--- src/rtl/mem_bus_arbiter2.sv ---
// Two-master round-robin arbiter for the native memory bus, with a registered
// one-cycle completion and a bus timeout that answers hung accesses with an error word.
module mem_bus_arbiter2 #(
    parameter int          TIMEOUT   = 64,
    parameter logic [31:0] ERR_RDATA = 32'hDEADBEEF
) (
    input  logic        clk,
    input  logic        resetn,

    input  logic        m0_valid,
    input  logic        m0_instr,
    input  logic [31:0] m0_addr,
    input  logic [31:0] m0_wdata,
    input  logic [3:0]  m0_wstrb,
    output logic        m0_ready,
    output logic [31:0] m0_rdata,

    input  logic        m1_valid,
    input  logic        m1_instr,
    input  logic [31:0] m1_addr,
    input  logic [31:0] m1_wdata,
    input  logic [3:0]  m1_wstrb,
    output logic        m1_ready,
    output logic [31:0] m1_rdata,

    output logic        s_valid,
    output logic        s_instr,
    output logic [31:0] s_addr,
    output logic [31:0] s_wdata,
    output logic [3:0]  s_wstrb,
    input  logic        s_ready,
    input  logic [31:0] s_rdata,

    output logic        grant,
    output logic        busy,
    output logic        bus_err
);

    localparam int CW = (TIMEOUT == 0) ? 1 : $clog2(TIMEOUT + 1);
    localparam logic [CW-1:0] CNT_LAST = (TIMEOUT == 0) ? '0 : CW'(TIMEOUT - 1);

    typedef enum logic [1:0] {
        IDLE,
        BUSY,
        RESP
    } state_t;

    state_t        state;
    logic          last_grant;
    logic [CW-1:0] count;
    logic          req_any;
    logic          winner;
    logic          timeout_hit;

    // On a tie the master that did not win last time gets the bus.
    always_comb begin
        req_any = m0_valid | m1_valid;
        if (m0_valid && m1_valid) begin
            winner = ~last_grant;
        end else begin
            winner = m1_valid;
        end
    end

    assign timeout_hit = (TIMEOUT != 0) && (count == CNT_LAST);

    always_ff @(posedge clk or negedge resetn) begin
        if (!resetn) begin
            state      <= IDLE;
            last_grant <= 1'b1;
            count      <= '0;
            s_valid    <= 1'b0;
            s_instr    <= 1'b0;
            s_addr     <= '0;
            s_wdata    <= '0;
            s_wstrb    <= '0;
            m0_ready   <= 1'b0;
            m0_rdata   <= '0;
            m1_ready   <= 1'b0;
            m1_rdata   <= '0;
            grant      <= 1'b0;
            busy       <= 1'b0;
            bus_err    <= 1'b0;
        end else begin
            case (state)
                IDLE: begin
                    if (req_any) begin
                        s_valid    <= 1'b1;
                        s_instr    <= winner ? m1_instr : m0_instr;
                        s_addr     <= winner ? m1_addr  : m0_addr;
                        s_wdata    <= winner ? m1_wdata : m0_wdata;
                        s_wstrb    <= winner ? m1_wstrb : m0_wstrb;
                        grant      <= winner;
                        last_grant <= winner;
                        count      <= '0;
                        busy       <= 1'b1;
                        state      <= BUSY;
                    end
                end

                // A real slave response takes priority over a timeout in the same cycle.
                BUSY: begin
                    if (s_ready) begin
                        s_valid <= 1'b0;
                        if (grant) begin
                            m1_ready <= 1'b1;
                            m1_rdata <= s_rdata;
                        end else begin
                            m0_ready <= 1'b1;
                            m0_rdata <= s_rdata;
                        end
                        state <= RESP;
                    end else if (timeout_hit) begin
                        s_valid <= 1'b0;
                        bus_err <= 1'b1;
                        if (grant) begin
                            m1_ready <= 1'b1;
                            m1_rdata <= ERR_RDATA;
                        end else begin
                            m0_ready <= 1'b1;
                            m0_rdata <= ERR_RDATA;
                        end
                        state <= RESP;
                    end else begin
                        count <= count + CW'(1);
                    end
                end

                RESP: begin
                    m0_ready <= 1'b0;
                    m1_ready <= 1'b0;
                    bus_err  <= 1'b0;
                    busy     <= 1'b0;
                    state    <= IDLE;
                end

                default: begin
                    state <= IDLE;
                end
            endcase
        end
    end

endmodule

--- config.mk ---
export PLATFORM = sky130hd
export DESIGN_NAME = mem_bus_arbiter2
export DESIGN_NICKNAME = d
export VERILOG_FILES = /design/src/rtl/mem_bus_arbiter2.sv
export SDC_FILE = /design/constraint.sdc
export NUM_CORES = 1
export LEC_CHECK = 0
export CAP_MARGIN = 20
export CELL_PAD_IN_SITES_DETAIL_PLACEMENT = 2
export CELL_PAD_IN_SITES_GLOBAL_PLACEMENT = 2
export CORE_MARGIN = 2
export CORE_UTILIZATION = 27
export CTS_BUF_LIST = sky130_fd_sc_hd__clkbuf_16
export DETAILED_ROUTE_END_ITERATION = 7
export PLACE_DENSITY = 0.95
export SYNTH_ARGS = -nofsm -noshare
export SYNTH_HDL_FRONTEND = slang
export SYNTH_SLANG_ARGS = --single-unit
--- constraint.sdc ---
create_clock -name clk -period 5.6 [get_ports clk]
set_input_delay 0.56 -clock clk [delete_from_list [all_inputs] [get_ports clk]]
set_output_delay 0.56 -clock clk [all_outputs]
set_load 0.03 [all_outputs]
* Word level (Yosys, flattened, before mapping)
Cells that the tools add are included.
** Word-level totals
- Output and inout bits :: 139
- Input port bits :: 175
- Word-level logic and storage cells :: 79
- Register bits after elaboration :: 149
** Operators by class
- Equality and inequality tests :: 8
- Bitwise gates (word level) :: 3
- Reduce and logical (&&, ||, !) cells :: 15
- Muxes and demuxes :: 37
- Add/sub/neg operators :: 1
** Operator list (count)
- 32-bit 2-to-1 mux :: 10
- 7-bit 2-to-1 mux :: 3
- 7-bit case mux with 2 select lines :: 1
- 1-bit 2-to-1 mux :: 13
- 3-bit AND reduction :: 4
- 1-bit case mux with 2 select lines :: 5
- 2-bit != test (second input constant) :: 4
- 2-bit AND reduction :: 4
- 2-bit nonzero test :: 4
- 7-bit by 1-bit adder with 7-bit output (second input constant) :: 1
- 7-bit by 6-bit equality test with 1-bit output (second input constant) :: 1
- 2-bit 2-to-1 mux :: 3
- 4-bit 2-to-1 mux :: 1
- 2-bit case mux with 2 select lines :: 1
- 4-bit AND reduction :: 1
- 3-bit != test (second input constant) :: 1
- 2-bit by 1-bit equality test with 1-bit output (second input constant) :: 1
- 2-bit equality test (second input constant) :: 1
- 2-bit logical NOT :: 1
- 1-bit NOT :: 2
- 1-bit logical AND :: 1
- 1-bit bitwise OR :: 1

* Logic depth before layout (Yosys ltp)
- Depth in word-level cells :: 4
- Mapped depth :: 7

* Least setup slack after synthesis
Ideal clock, no wire load.
- Path type :: reg2reg
- Start point :: reg count[0]
- End point :: reg m0_rdata[0]
- Cell stages (with the launch flop) :: 7
- Slack :: 3658 ps
- Path buffers :: 1
- Period minus slack after synthesis :: 1942 ps
- Arrival time :: 1817 ps
- Cell sequence :: dfrtp_1 > ha_1 > nand3_2 > o21ba_2 > nor3b_4 > buf_6 > mux2_2
** Between the ends
- Longest elaborated chain between the ends :: 3
** Ends and longest elaborated chain
- start, declared :: line 50 : logic [CW-1:0] count;
- start signal, assigned :: line 125 : count <= count + CW'(1);
- 7-bit by 6-bit equality test with 1-bit output :: line 65 : assign timeout_hit = (TIMEOUT != 0) && (count == CNT_LAST);
- 2-bit nonzero test (no line)
- 3-bit AND reduction (no line)
- end signal, assigned :: line 110 : m0_rdata <= s_rdata;
- end, declared :: line 16 : output logic [31:0] m0_rdata,
No other way between the ends.
A chain may end at the register's enable or synchronous reset.

* Worst setup path after layout
- Start point :: in m1_valid
- End point :: reg s_wdata[27]
** Between the ends
- Longest elaborated chain between the ends :: 3
- Elaborated cells on any way between the ends :: 5
** Ends and longest elaborated chain
- start, declared :: line 18 : input logic m1_valid,
- 1-bit logical AND :: line 58 : if (m0_valid && m1_valid) begin
- 1-bit 2-to-1 mux :: line 58
- 32-bit 2-to-1 mux :: line 91 : s_wdata <= winner ? m1_wdata : m0_wdata;
- end signal, assigned :: line 91
- end, declared :: line 29 : output logic [31:0] s_wdata,
Several ways; a longest one is shown, not always the timed one.

==> results.tsv <==
stage	metric	value	unit
clock_tree	CTS tree	done	
yosys	dominant synthesized flop cell	dfrtp_1	
yosys	yosys warns	0	
setup_path	CP Launch Type	primary input	
floorplanning	core box area	24100	sq um
power	cell area power density	584	nW/um^2
drt	Top Layer Used	met4	
drt	1st-pass router iterations	6	
yosys	Seq/Total Area, Yosys	56.7	%
placement	port buffer count	313	
placement	placed inst area	10100	sq um
drt	WL met3	1800	um
power	worst vdd ir	224	uV
drt	Detailed Route Iter0 Violations	113	
setup_path	R2R depth	5	
yosys	ys async rst share	100	%
clock_tree	CTS sink count	149	
setup_path	crit path DAT	2.84	ns
clock_tree	CTS Root Cell	clkbuf_16	
grt	vias in the first global route	6499	
yosys	Post-synth EDFFs	0	
yosys	syn nets	735	
clock_tree	CTS max path bufs	2	
yosys	distinct cell type count after synthesis	41	
grt	first-pass GRT wire length	38000	um
floorplanning	Die X	160	um
clock_tree	Clock transition at path regs	0.07	ns
drt	Total Wirelength	24200	um
timing	Slew headroom	33.3	%
clock_tree	CTS H-Tree Depth	4	
yosys	Post-Syn Instances	555	
clock_tree	clock latency on the worst-skew pair	0.41	ns
clock_tree	# Post-CTS Setup Buffers	0	
grt	grt ovf	0	
grt	largest net degree at the start of global routing	111	
clock_tree	PostCTS Resize Cnt	0	
floorplanning	row count	57	
clock_tree	CTS Hold Bufs	1	
outcome	status	complete, no violations	
timing	Final Slew Violations	0	
power	Power, Total	6.21	mW
yosys	synth cell count leaders	dfrtp_1 (148), o21ai_0 (79), nand2_1 (76), mux2i_1 (70), mux2_2 (63)	
timing	Hold Violations, Final	0	
drt	M1 WL	9240	um
setup_path	WP data required	5.85	ns
timing	setup tns final	0	ns
worst_hold_path	hold crit path type	flip-flop to flip-flop	
cells_and_area	Finished Cell Area	10600	sq um
cells_and_area	Layout Nets	1041	
yosys	syn avg cell area	11.9	sq um
grt	initial antenna violation count	0	
clock_tree	Num CTS Buffers	17	
timing	final worst path period share	46.2	%
yosys	share of the synthesized area in the top cell type	56.3	%
yosys	largest area contributor in the netlist	dfrtp_1	
timing	Worst Tran Pin Value	0.998	ns
yosys	#FFs+latches synth	149	
yosys	cell with the most instances after synthesis	dfrtp_1	
drt	ANT nets after route	0	
floorplanning	Die Height	160	um
yosys	top post-synthesis cells by area	dfrtp_1 (56%), mux2_2 (11%), mux2i_1 (11%)	
floorplanning	die area	25600	sq um
drt	routed wl met2	12700	um
setup_path	critical setup path kind	primary input to flip-flop	
yosys	Syn Std Cell Area	6580	sq um
floorplanning	Ports	314	
setup_path	Max FO, Critical Path	53	
drt	DRC	0	
timing	Final setup viols	0	
cells_and_area	number of diodes	0	
worst_hold_path	Hold Path Cell Cnt	2	
setup_path	crit path capture type	flip-flop	
drt	DR vias	5569	
drt	Routed WL per cell	20.2	um
placement	Final GP Congestion	0.746	
timing	Period minus WS final	2.59	ns
drt	Vias/cell	4.65	
run	max-cap viol count	0	
placement	detailed placement HPWL	18700	um
cells_and_area	share of cells above drive strength 1	12.6	%
timing	Max Fclk	387	MHz
floorplanning	initial core utilization	27.3	%
timing	Clock Skew	0.0125	ns
power	Pleak	4.32	nW
grt	total global-route track usage	19.1	%
cells_and_area	Layout area overhead	61.5	%
timing	unrepaired setup endpoints after global routing	no	
path summary, 6_finish.rpt:
path,to,slack (ns),startpoint
setup / recovery,s_wdata[27],3.01,m1_valid
hold / removal,s_addr[19],0.49,s_addr[19]
setup reg to reg,m1_rdata[29],3.02,count[0]
hold reg to reg,s_addr[19],0.49,s_addr[19]
max in group asynchronous,s_wdata[29],3.90,resetn
min in group asynchronous,m0_rdata[30],0.57,resetn
power breakdown:
group / switching, mW / internal [mW] / total (mW)
combinational: 1.86 / 1.33 / 3.19
sequential: 0.304 / 1.57 / 1.88
clock: 0.512 / 0.626 / 1.14
total: 2.67 / 3.53 / 6.21
final cells by class:
class | instances | area, sq um
Timing Repair Buffer | 320 | 3210
Fill cell | 2486 | 13500
Clock buffer | 17 | 425
Inverter | 5 | 18.8
Clock inverter | 15 | 145
Tap cell | 324 | 405
Multi-Input combinational cell | 368 | 2690
Sequential cell | 149 | 3730
cell usage in the layout, fill, tap and decap left out, drive strengths merged, types with 2 or more instances in the layout:
cell           synthesis  final
nand3                  3      3
ha                     5      5
clkinvlp               0      3
a31oi                  7      7
mux2i                 70     70
nor2                   3      3
dfrtp                148    148
o21ai                 79     79
o21a                   2      2
inv                    5     14
nand2b                25     25
buf                   16      7
nand2                 76     76
clkinv                 0      2
and2                   8      8
o211ai                 3      3
clkdlybuf4s50          0    312
nor2b                  2      2
clkbuf                17     17
a21oi                  5      5
nor3b                  2      2
mux2                  64     64
critical path, cell delays in order:
cell and delay [ns]:
clkdlybuf4s50_1 0.62, a21boi_4 0.77, buf_12 0.41, mux2i_1 0.27
o21ai_0 0.14
sequential cells by signal (all words and copies together) (netlist names):
signal	flops
m0_ready	1
m1_ready	1
state	2
s_wstrb	4
s_wdata	32
last_grant	1
s_addr	32
bus_err	1
s_instr	1
busy	1
grant	1
s_valid	1
m0_rdata	32
count	7
m1_rdata	32
per-stage QoR:
stage	setup WS, ns	cells	hold WS, ns	utilization (%)
4_1_cts	2.97	1198	0.492	44.1
6_report	3.01	1198	0.485	44.1
2_1_floorplan	3.66	555	0.264	-
3_5_place_dp	2.55	1165	0.398	41.7
5_1_grt	2.87	1198	0.511	44.1
3_3_place_gp	2.65	1165	0.395	41.7
routing by layer:
layer	GRT usage [%]	up-vias
met5	0	-
met4	5.98	0
met3	5.92	28
met2	35.2	237
met1	21.1	2757
li1	-	2547
kinds of logic after synthesis:
kind of cell | share of synthesized area (%)
multiplexers | 21.6
adder cells (fa/ha/maj) | 0.950
buffers and inverters | 2.83
AO/OA/AOI/OAI | 8.82
flip-flops | 56.7
AND/OR/NAND/NOR | 9.14
Power figures use the tool's default switching activity.
